### src/rtl/aha_parallel_to_ahb.sv
// Single-transfer AHB-Lite initiator fed by a parallel register port.
// Each legal request becomes one SINGLE/NONSEQ transfer, answered by ACK/NACK.
module aha_parallel_to_ahb #(
    parameter int          ADDR_WIDTH = 12,
    parameter logic [31:0] BASE_ADDR  = 32'h0,
    parameter logic [3:0]  HPROT_VAL  = 4'b0011,
    parameter int          WAIT_LIMIT = 256
) (
    input  logic                  HCLK,
    input  logic                  HRESET,
    input  logic [ADDR_WIDTH-1:0] PAR_ADDR,
    input  logic                  PAR_RD_EN,
    input  logic                  PAR_WR_EN,
    input  logic [3:0]            PAR_WR_STRB,
    input  logic [31:0]           PAR_WR_DATA,
    output logic [31:0]           PAR_RD_DATA,
    output logic                  PAR_ACK,
    output logic                  PAR_NACK,
    output logic                  PAR_BUSY,
    output logic                  PAR_DROP,
    output logic                  PAR_TIMEOUT,
    output logic [31:0]           HADDR,
    output logic [1:0]            HTRANS,
    output logic                  HWRITE,
    output logic [2:0]            HSIZE,
    output logic [2:0]            HBURST,
    output logic [3:0]            HPROT,
    output logic                  HMASTLOCK,
    output logic [31:0]           HWDATA,
    input  logic [31:0]           HRDATA,
    input  logic                  HREADY,
    input  logic [1:0]            HRESP
);

    typedef enum logic [1:0] {S_IDLE, S_ADDR, S_DATA, S_RESP} state_t;

    localparam int          CW   = $clog2(WAIT_LIMIT + 1);
    localparam logic [CW-1:0] WMAX = CW'(WAIT_LIMIT);
    localparam logic [1:0]  NONSEQ = 2'b10;

    state_t        state_q, state_d;
    logic [31:0]   haddr_q, haddr_d;
    logic [1:0]    htrans_q, htrans_d;
    logic          hwrite_q, hwrite_d;
    logic [2:0]    hsize_q, hsize_d;
    logic [3:0]    hprot_q, hprot_d;
    logic [31:0]   hwdata_q, hwdata_d;
    logic [31:0]   wdata_q, wdata_d;
    logic          wr_q, wr_d;
    logic [31:0]   rdata_q, rdata_d;
    logic          ack_q, ack_d;
    logic          nack_q, nack_d;
    logic          busy_q, busy_d;
    logic          drop_q, drop_d;
    logic          tout_q, tout_d;
    logic [CW-1:0] cnt_q, cnt_d;

    logic       req, legal, strb_ok;
    logic [2:0] size_w, size_r;
    logic [1:0] off_w, off_r;
    logic       unused_ok;

    assign unused_ok = ^{HRESP[1], PAR_ADDR[1:0]};

    // Map a write strobe to transfer size and byte offset; flag illegal patterns.
    always_comb begin
        size_w  = 3'b010;
        off_w   = 2'd0;
        strb_ok = 1'b1;
        case (PAR_WR_STRB)
            4'b1111: begin size_w = 3'b010; off_w = 2'd0; end
            4'b0011: begin size_w = 3'b001; off_w = 2'd0; end
            4'b1100: begin size_w = 3'b001; off_w = 2'd2; end
            4'b0001: begin size_w = 3'b000; off_w = 2'd0; end
            4'b0010: begin size_w = 3'b000; off_w = 2'd1; end
            4'b0100: begin size_w = 3'b000; off_w = 2'd2; end
            4'b1000: begin size_w = 3'b000; off_w = 2'd3; end
            default: strb_ok = 1'b0;
        endcase
    end

    assign req    = PAR_RD_EN | PAR_WR_EN;
    assign legal  = (PAR_RD_EN ^ PAR_WR_EN) & (PAR_RD_EN | strb_ok);
    assign size_r = PAR_RD_EN ? 3'b010 : size_w;
    assign off_r  = PAR_RD_EN ? 2'd0 : off_w;

    // Next-state and next-output logic; every output is taken from a register.
    always_comb begin
        state_d  = state_q;
        haddr_d  = '0;
        htrans_d = 2'b00;
        hwrite_d = 1'b0;
        hsize_d  = 3'b000;
        hprot_d  = 4'b0000;
        hwdata_d = '0;
        wdata_d  = wdata_q;
        wr_d     = wr_q;
        rdata_d  = rdata_q;
        ack_d    = 1'b0;
        nack_d   = 1'b0;
        busy_d   = busy_q;
        drop_d   = 1'b0;
        tout_d   = tout_q;
        cnt_d    = '0;
        unique case (state_q)
            S_IDLE: begin
                if (req) begin
                    if (ack_q | nack_q) begin
                        drop_d = 1'b1;
                    end else if (!legal) begin
                        nack_d = 1'b1;
                    end else begin
                        state_d  = S_ADDR;
                        busy_d   = 1'b1;
                        tout_d   = 1'b0;
                        wr_d     = PAR_WR_EN;
                        wdata_d  = PAR_WR_EN ? PAR_WR_DATA : 32'h0;
                        htrans_d = NONSEQ;
                        haddr_d  = BASE_ADDR |
                                   32'({PAR_ADDR[ADDR_WIDTH-1:2], off_r});
                        hwrite_d = PAR_WR_EN;
                        hsize_d  = size_r;
                        hprot_d  = HPROT_VAL;
                    end
                end
            end
            S_ADDR: begin
                drop_d = req;
                if (HREADY) begin
                    state_d  = S_DATA;
                    hwdata_d = wdata_q;
                end else begin
                    htrans_d = htrans_q;
                    haddr_d  = haddr_q;
                    hwrite_d = hwrite_q;
                    hsize_d  = hsize_q;
                    hprot_d  = hprot_q;
                end
            end
            S_DATA: begin
                drop_d   = req;
                hwdata_d = wdata_q;
                if (HREADY) begin
                    state_d  = S_IDLE;
                    busy_d   = 1'b0;
                    hwdata_d = '0;
                    if (HRESP[0]) begin
                        nack_d = 1'b1;
                    end else begin
                        ack_d = 1'b1;
                        if (!wr_q) rdata_d = HRDATA;
                    end
                end else if (HRESP[0]) begin
                    state_d = S_RESP;
                end
            end
            S_RESP: begin
                drop_d   = req;
                hwdata_d = wdata_q;
                if (HREADY) begin
                    state_d  = S_IDLE;
                    busy_d   = 1'b0;
                    nack_d   = 1'b1;
                    hwdata_d = '0;
                end
            end
        endcase
        if (state_q != S_IDLE && !HREADY) begin
            cnt_d = (cnt_q == WMAX) ? cnt_q : cnt_q + 1'b1;
            if (cnt_d == WMAX) tout_d = 1'b1;
        end
    end

    // State and output registers with synchronous reset.
    always_ff @(posedge HCLK) begin
        if (HRESET) begin
            state_q  <= S_IDLE;
            haddr_q  <= '0;
            htrans_q <= '0;
            hwrite_q <= 1'b0;
            hsize_q  <= '0;
            hprot_q  <= '0;
            hwdata_q <= '0;
            wdata_q  <= '0;
            wr_q     <= 1'b0;
            rdata_q  <= '0;
            ack_q    <= 1'b0;
            nack_q   <= 1'b0;
            busy_q   <= 1'b0;
            drop_q   <= 1'b0;
            tout_q   <= 1'b0;
            cnt_q    <= '0;
        end else begin
            state_q  <= state_d;
            haddr_q  <= haddr_d;
            htrans_q <= htrans_d;
            hwrite_q <= hwrite_d;
            hsize_q  <= hsize_d;
            hprot_q  <= hprot_d;
            hwdata_q <= hwdata_d;
            wdata_q  <= wdata_d;
            wr_q     <= wr_d;
            rdata_q  <= rdata_d;
            ack_q    <= ack_d;
            nack_q   <= nack_d;
            busy_q   <= busy_d;
            drop_q   <= drop_d;
            tout_q   <= tout_d;
            cnt_q    <= cnt_d;
        end
    end

    assign PAR_RD_DATA = rdata_q;
    assign PAR_ACK     = ack_q;
    assign PAR_NACK    = nack_q;
    assign PAR_BUSY    = busy_q;
    assign PAR_DROP    = drop_q;
    assign PAR_TIMEOUT = tout_q;
    assign HADDR       = haddr_q;
    assign HTRANS      = htrans_q;
    assign HWRITE      = hwrite_q;
    assign HSIZE       = hsize_q;
    assign HBURST      = 3'b000;
    assign HPROT       = hprot_q;
    assign HMASTLOCK   = 1'b0;
    assign HWDATA      = hwdata_q;

endmodule

### config.mk
export PLATFORM = sky130hd
export DESIGN_NAME = aha_parallel_to_ahb
export DESIGN_NICKNAME = d
export VERILOG_FILES = /design/src/rtl/aha_parallel_to_ahb.sv
export SDC_FILE = /design/constraint.sdc
export NUM_CORES = 1
export LEC_CHECK = 0
export ABC_AREA = 1
export BUFFER_PORTS_ARGS = -buffer_cell sky130_fd_sc_hd__buf_2
export CORE_MARGIN = 2
export CORE_UTILIZATION = 48
export CTS_CLUSTER_DIAMETER = 40
export DETAILED_ROUTE_END_ITERATION = 10
export HOLD_SLACK_MARGIN = 0.03
export PLACE_DENSITY = 0.8
export SLEW_MARGIN = 20
export SYNTH_ARGS = -nofsm -noshare
export SYNTH_HDL_FRONTEND = slang
export SYNTH_SLANG_ARGS = --single-unit
export TNS_END_PERCENT = 30
### constraint.sdc
create_clock -name HCLK -period 2 [get_ports HCLK]
set_input_delay 0.2 -clock HCLK [delete_from_list [all_inputs] [get_ports HCLK]]
set_output_delay 0.2 -clock HCLK [all_outputs]
set_load 0.01 [all_outputs]
# After elaboration in Yosys (flattened, before gate mapping)
# Index checks and enable logic that the tools add are counted.
[totals] out_inout_bits=115 ff_bits=155 elab_cells=127
[classes] mux=63 n_reduce_logical=17 n_bitwise=11 eq_ne=19 add_sub_neg=1
[ops] cell="$mux 32" n=4
[ops] cell="$pmux 32 s2" n=2
[ops] cell="$mux 12" n=3
[ops] cell="$mux 2" n=14
[ops] cell="$mux 1" n=23
[ops] cell="$eq 9x9->1 const B" n=2
[ops] cell="$mux 3" n=5
[ops] cell="$eq 4x4->1 const B" n=3
[ops] cell="$ne 2x2->1 const B" n=5
[ops] cell="$add 9x1->9 const B" n=1
[ops] cell="$mux 9" n=1
[ops] cell="$eq 4x2->1 const B" n=2
[ops] cell="$pmux 2 s2" n=2
[ops] cell="$pmux 2 s4" n=1
[ops] cell="$pmux 4 s2" n=1
[ops] cell="$reduce_and 4->1" n=2
[ops] cell="$reduce_or 2->1" n=4
[ops] cell="$reduce_or 7->1" n=1
[ops] cell="$not 1->1" n=6
[ops] cell="$pmux 1 s2" n=3
[ops] cell="$pmux 2 s3" n=1
[ops] cell="$pmux 3 s2" n=1
[ops] cell="$reduce_and 6->1" n=1
[ops] cell="$reduce_or 3->1" n=2
[ops] cell="17 further kinds" n=21

# Logic depth before layout (Yosys ltp)
[logic_depth] word_depth=11 depth_mapped=12 mapped_depth_nobuf=11

# Worst setup path before layout
# OpenSTA, ideal clock, no wires.
[synth_path] path_kind="register to register" start="reg state_q[1]" end="reg wdata_q[10]" stages_incl_launch_ff=9 path_slack_ns=0.558 required_ns=1.930 path_buffers=1 t_arrival_ns=1.371 period_less_slack_ns=1.442 cell_sequence="dfxtp_1 > nor2_4 > inv_2 > nor3_4 > nand2_4 > nor2_4 > buf_6 > nand2_1 > a21oi_1"
[synth_between] elab_chain_cells=2
[synth_rtl] item="start: declaration" line="41" text="state_t state_q, state_d;"
[synth_rtl] item="start signal: assignment" line="194" text="state_q <= state_d;"
[synth_rtl] item="$logic_not 2->1" line="105" text="unique case (state_q)"
[synth_rtl] item="$reduce_and 4->1 (no line)"
[synth_rtl] item="end signal: assignment" line="201" text="wdata_q <= wdata_d;"
[synth_rtl] item="end: declaration" line="48" text="logic [31:0] wdata_q, wdata_d;"
# No other way between the ends.
# A chain may end at the register's enable or synchronous reset.

# Final worst setup path
[layout_path] start="in PAR_WR_STRB[2]" end="reg wdata_q[1]"
[layout_between] elab_chain_cells=6 word_cells_on_any_way=12 classes_between="eq/ne (7); mux (1); bitwise (2); reduce/logical (2)"
[layout_rtl] item="start: declaration" line="14" text="input logic [3:0] PAR_WR_STRB,"
[layout_rtl] item="$eq 4x4->1 (tied with other cells)" line="70" text="case (PAR_WR_STRB)"
[layout_rtl] item="$reduce_or 7->1 (no line) (*)"
[layout_rtl] item="$mux 1 (*)" line="70"
[layout_rtl] item="$or 1x1->1 (*)" line="83" text="assign legal = (PAR_RD_EN ^ PAR_WR_EN) & (PAR_RD_EN | strb_ok);"
[layout_rtl] item="$and 1x1->1 (*)" line="83"
[layout_rtl] item="$reduce_and 4->1 (no line) (*)"
# Mark *: on every way between the ends. The rest lies on a longest branch, timed or not.

==> flow_metrics.tcl <==
set metrics [dict create \
    tns_ps 0 \
    yosys.area.top_type "dfxtp_1" \
    drt_first_iter_violations 322 \
    grt_overflow 0 \
    leakage_nw 3.189 \
    cts_tree "yes" \
    dp_hpwl_mm 7.635 \
    rsz0062_at_grt "false" \
    drc 0 \
    numCtsBuffers 17 \
    hold_slack_ps 69.46 \
    crit_type "in2reg" \
    powerDensity_nw_per_um2 903.8 \
    synth.distinct_cells 29 \
    synthesis.area_um2 4882 \
    yosys_warnings 0 \
    power.share.clock 0.455 \
    wirelength_mm 13.31 \
    start_util 0.4972 \
    intPower_mw 4.806 \
    grt_antenna_before_repair 0 \
    cts-root-buf "clkbuf_8" \
    seq_area_frac_synth 0.5290 \
    core_region_area_um2 9819 \
    layout.cells.non_filler 1013 \
    endpoint_kind "flop" \
    clock.fmax_mhz 553.4 \
    h-tree-depth 4 \
    diodes 0 \
    synth_top_flop_cell "dfxtp_1" \
    rows 36 \
    switchingPower_mw 1.617 \
    synth_area_leaders "dfxtp_1, a21oi_1, nand2_1, inv_1, buf_4" \
    ir_drop_v 0.0007081 \
    cts.sinks 129 \
    portBuffers 170 \
    start_kind "primary input" \
    worstPathRequired_ps 2420 \
    cts_setup_buffers 0 \
    cap_violations 0 \
    ys_seq_elements 129 \
    clock_path_buffers 2 \
    netlist_instances 620 \
    setup_viol 0 \
    io_pins 202 \
    fp.dieArea_um2 10990 \
    hold_viol_final 0 \
    area_growth_pct 45.57 \
    cpPeakStageDelay_ps 540 \
    skew_ps 5.182 \
    via_per_inst 4.753 \
    period_minus_slack_ps 1807 \
    synth_top_area_frac 0.5290 \
    drt_first_pass_iters 5 \
    gp_congestion 0.9010 \
    drt.antenna.violating_nets 0 \
    synth_area_per_cell_um2 7.874 \
    grt_pass1_vias 4679 \
    finalCritPeriodShare 0.9036 \
    grt_max_degree 65 \
    die_w_um 104.9 \
    path_common_cell "nand2_1" \
    fin_nets 958 \
    cp.arrival_ps 2230 \
    cp_max_fo 33 \
    grt_pass1_wl_mm 21.84 \
    vias 4815 \
    status "finished clean" \
    relSlewSlack 0.6014 \
    insertion_delay_ps 500 \
    cts_resized 0 \
    critPathSlowestCell "dlygate4sd3_1" \
    clk_pin_slew_ps 60 \
    finalMaxSlewViolations 0 \
    pwr-share-comb 0.122 \
    crit_chain "dlygate4sd3_1 > buf_2 > nor2_1 > inv_2 > o21ai_2 > nand2_1 > nand2_1 > nand2_1 > inv_2 > nand2_4 > nor2_4 > buf_12 > nand2_1 > a21oi_1" \
    grtUsageTotal 0.2452 \
    drive_above_1_share 0.2489 \
    hp-class "in2reg" \
    async_flop_share 0 \
    worst_pin_slew_ps 597.9 \
    p_seq_frac 0.423 \
    avgRoutedWirePerCell_um 13.14 \
    numPlacedInstances 902 \
    die_h_um 104.9 \
    synth_edf_count 0 \
    switching_share 0.2517 \
]
==> state kept, by name, indices dropped and copies added, names as in the netlist, 2 cells and up <==
| signal | count |
|---|---|
| state_q | 2 |
| HWDATA | 32 |
| HADDR | 12 |
| wdata_q | 32 |
| cnt_q | 9 |
| HSIZE | 2 |
| PAR_RD_DATA | 32 |
==> routing by layer <==
layer	up-vias	share of wire	track usage
li1	2378	-	-
met1	2218	0.41	0.2746
met2	189	0.51	0.4346
met3	30	0.061	0.06301
met4	0	0.024	0.1124
met5	-	0	0
==> worst max-delay path: cells and delay by family <==
kind	cells	cell delay, ps
compound gates	2	220
buf+inv	5	1020
simple gates	7	760
==> final cells by class <==
class	instances	area, um^2
Clock buffer	19	431.7
Clock inverter	12	135.1
Fill cell	671	2713
Inverter	90	337.8
Multi-Input combinational cell	371	1709
Sequential cell	129	2582
Tap cell	133	166.4
Timing Repair Buffer	259	1744
==> path summary, 6_finish.rpt <==
| check | cells past startpoint | start | endpoint | slack [ps] |
|---|---|---|---|---|
| worst max-delay path | 14 | PAR_WR_STRB[2] | wdata_q[1]$_SDFFE_PP0P_ | 190 |
| worst min-delay path | 4 | PAR_WR_STRB[0] | HSIZE[0]$_SDFFE_PP0N_ | 70 |
| worst min register to register | 2 | wdata_q[29]$_SDFFE_PP0P_ | HWDATA[29]$_SDFF_PP0_ | 430 |
| worst max register to register | 8 | state_q[1]$_SDFFE_PP0P_ | wdata_q[1]$_SDFFE_PP0P_ | 320 |
==> per-stage QoR <==
stage	instance area, um^2	worst slack (ps)	power [mW]	util
finish	7107	192.9	6.423	0.7238
floorplan	4984	558.1	3.211	-
global route	7107	8.924	6.683	0.7238
global placement	5739	341.4	3.386	0.5845
detailed placement	5739	247.3	3.408	0.5845
CTS	7107	212.3	6.458	0.7238
==> power by group through the flow <==
| stage | Sequential, mW | Combinational, mW | Clock [mW] |
|---|---|---|---|
| 2_1_floorplan | 2.79 | 0.424 | 0 |
| 3_3_place_gp | 2.76 | 0.621 | 0 |
| 3_5_place_dp | 2.77 | 0.639 | 0 |
| 4_1_cts | 2.72 | 0.763 | 2.98 |
| 5_1_grt | 2.73 | 0.857 | 3.10 |
| 6_report | 2.72 | 0.781 | 2.92 |
==> logic make-up (layout without fill, tap and decap cells) <==
kind of cell / after synthesis / count (layout) / share of synthesized area
compound gates: 127 / 127 / 0.1333
xor+xnor: 6 / 6 / 0.01076
fa+ha+maj: 3 / 3 / 0.007689
buf+inv: 147 / 380 / 0.1417
flops: 129 / 129 / 0.5290
other cells: 1 / 28 / 0.0007681
simple gates: 207 / 207 / 0.1768
==> cells in the final DEF (no fill, tap or decap), types with 3 or more instances in the layout <==
cell type and count:
a21oi_1 87, buf_2 170, buf_4 7, clkbuf_16 16, clkinv_2 3, clkinv_4 4
conb_1 28, dfxtp_1 129, dlygate4sd3_1 80, ha_1 3, inv_1 87, inv_2 3
nand2_1 111, nand3_1 20, nor2_1 60, nor3_1 5, o21ai_0 35, xor2_1 5
==> Yosys cell counts, types with 2 or more instances <==
master and instances:
nand4_1 2, inv_1 87, inv_2 3, ha_1 3, nor3_1 5, buf_2 4, xor2_1 5, nor2_1 60
nand2_1 111, a21oi_1 87, buf_6 3, clkbuf_1 20, or2_2 2, buf_4 30, nand3_1 20, nor2_4 2
nand3b_1 2, dfxtp_1 129, o21ai_0 35
==> what timing repair did <==
action,4_1_cts,5_1_grt
hold buffers,80,0
endpoints found under the hold margin,78,0
setup endpoints to repair,0,0
No activity file was read; power rests on OpenSTA's default activity.
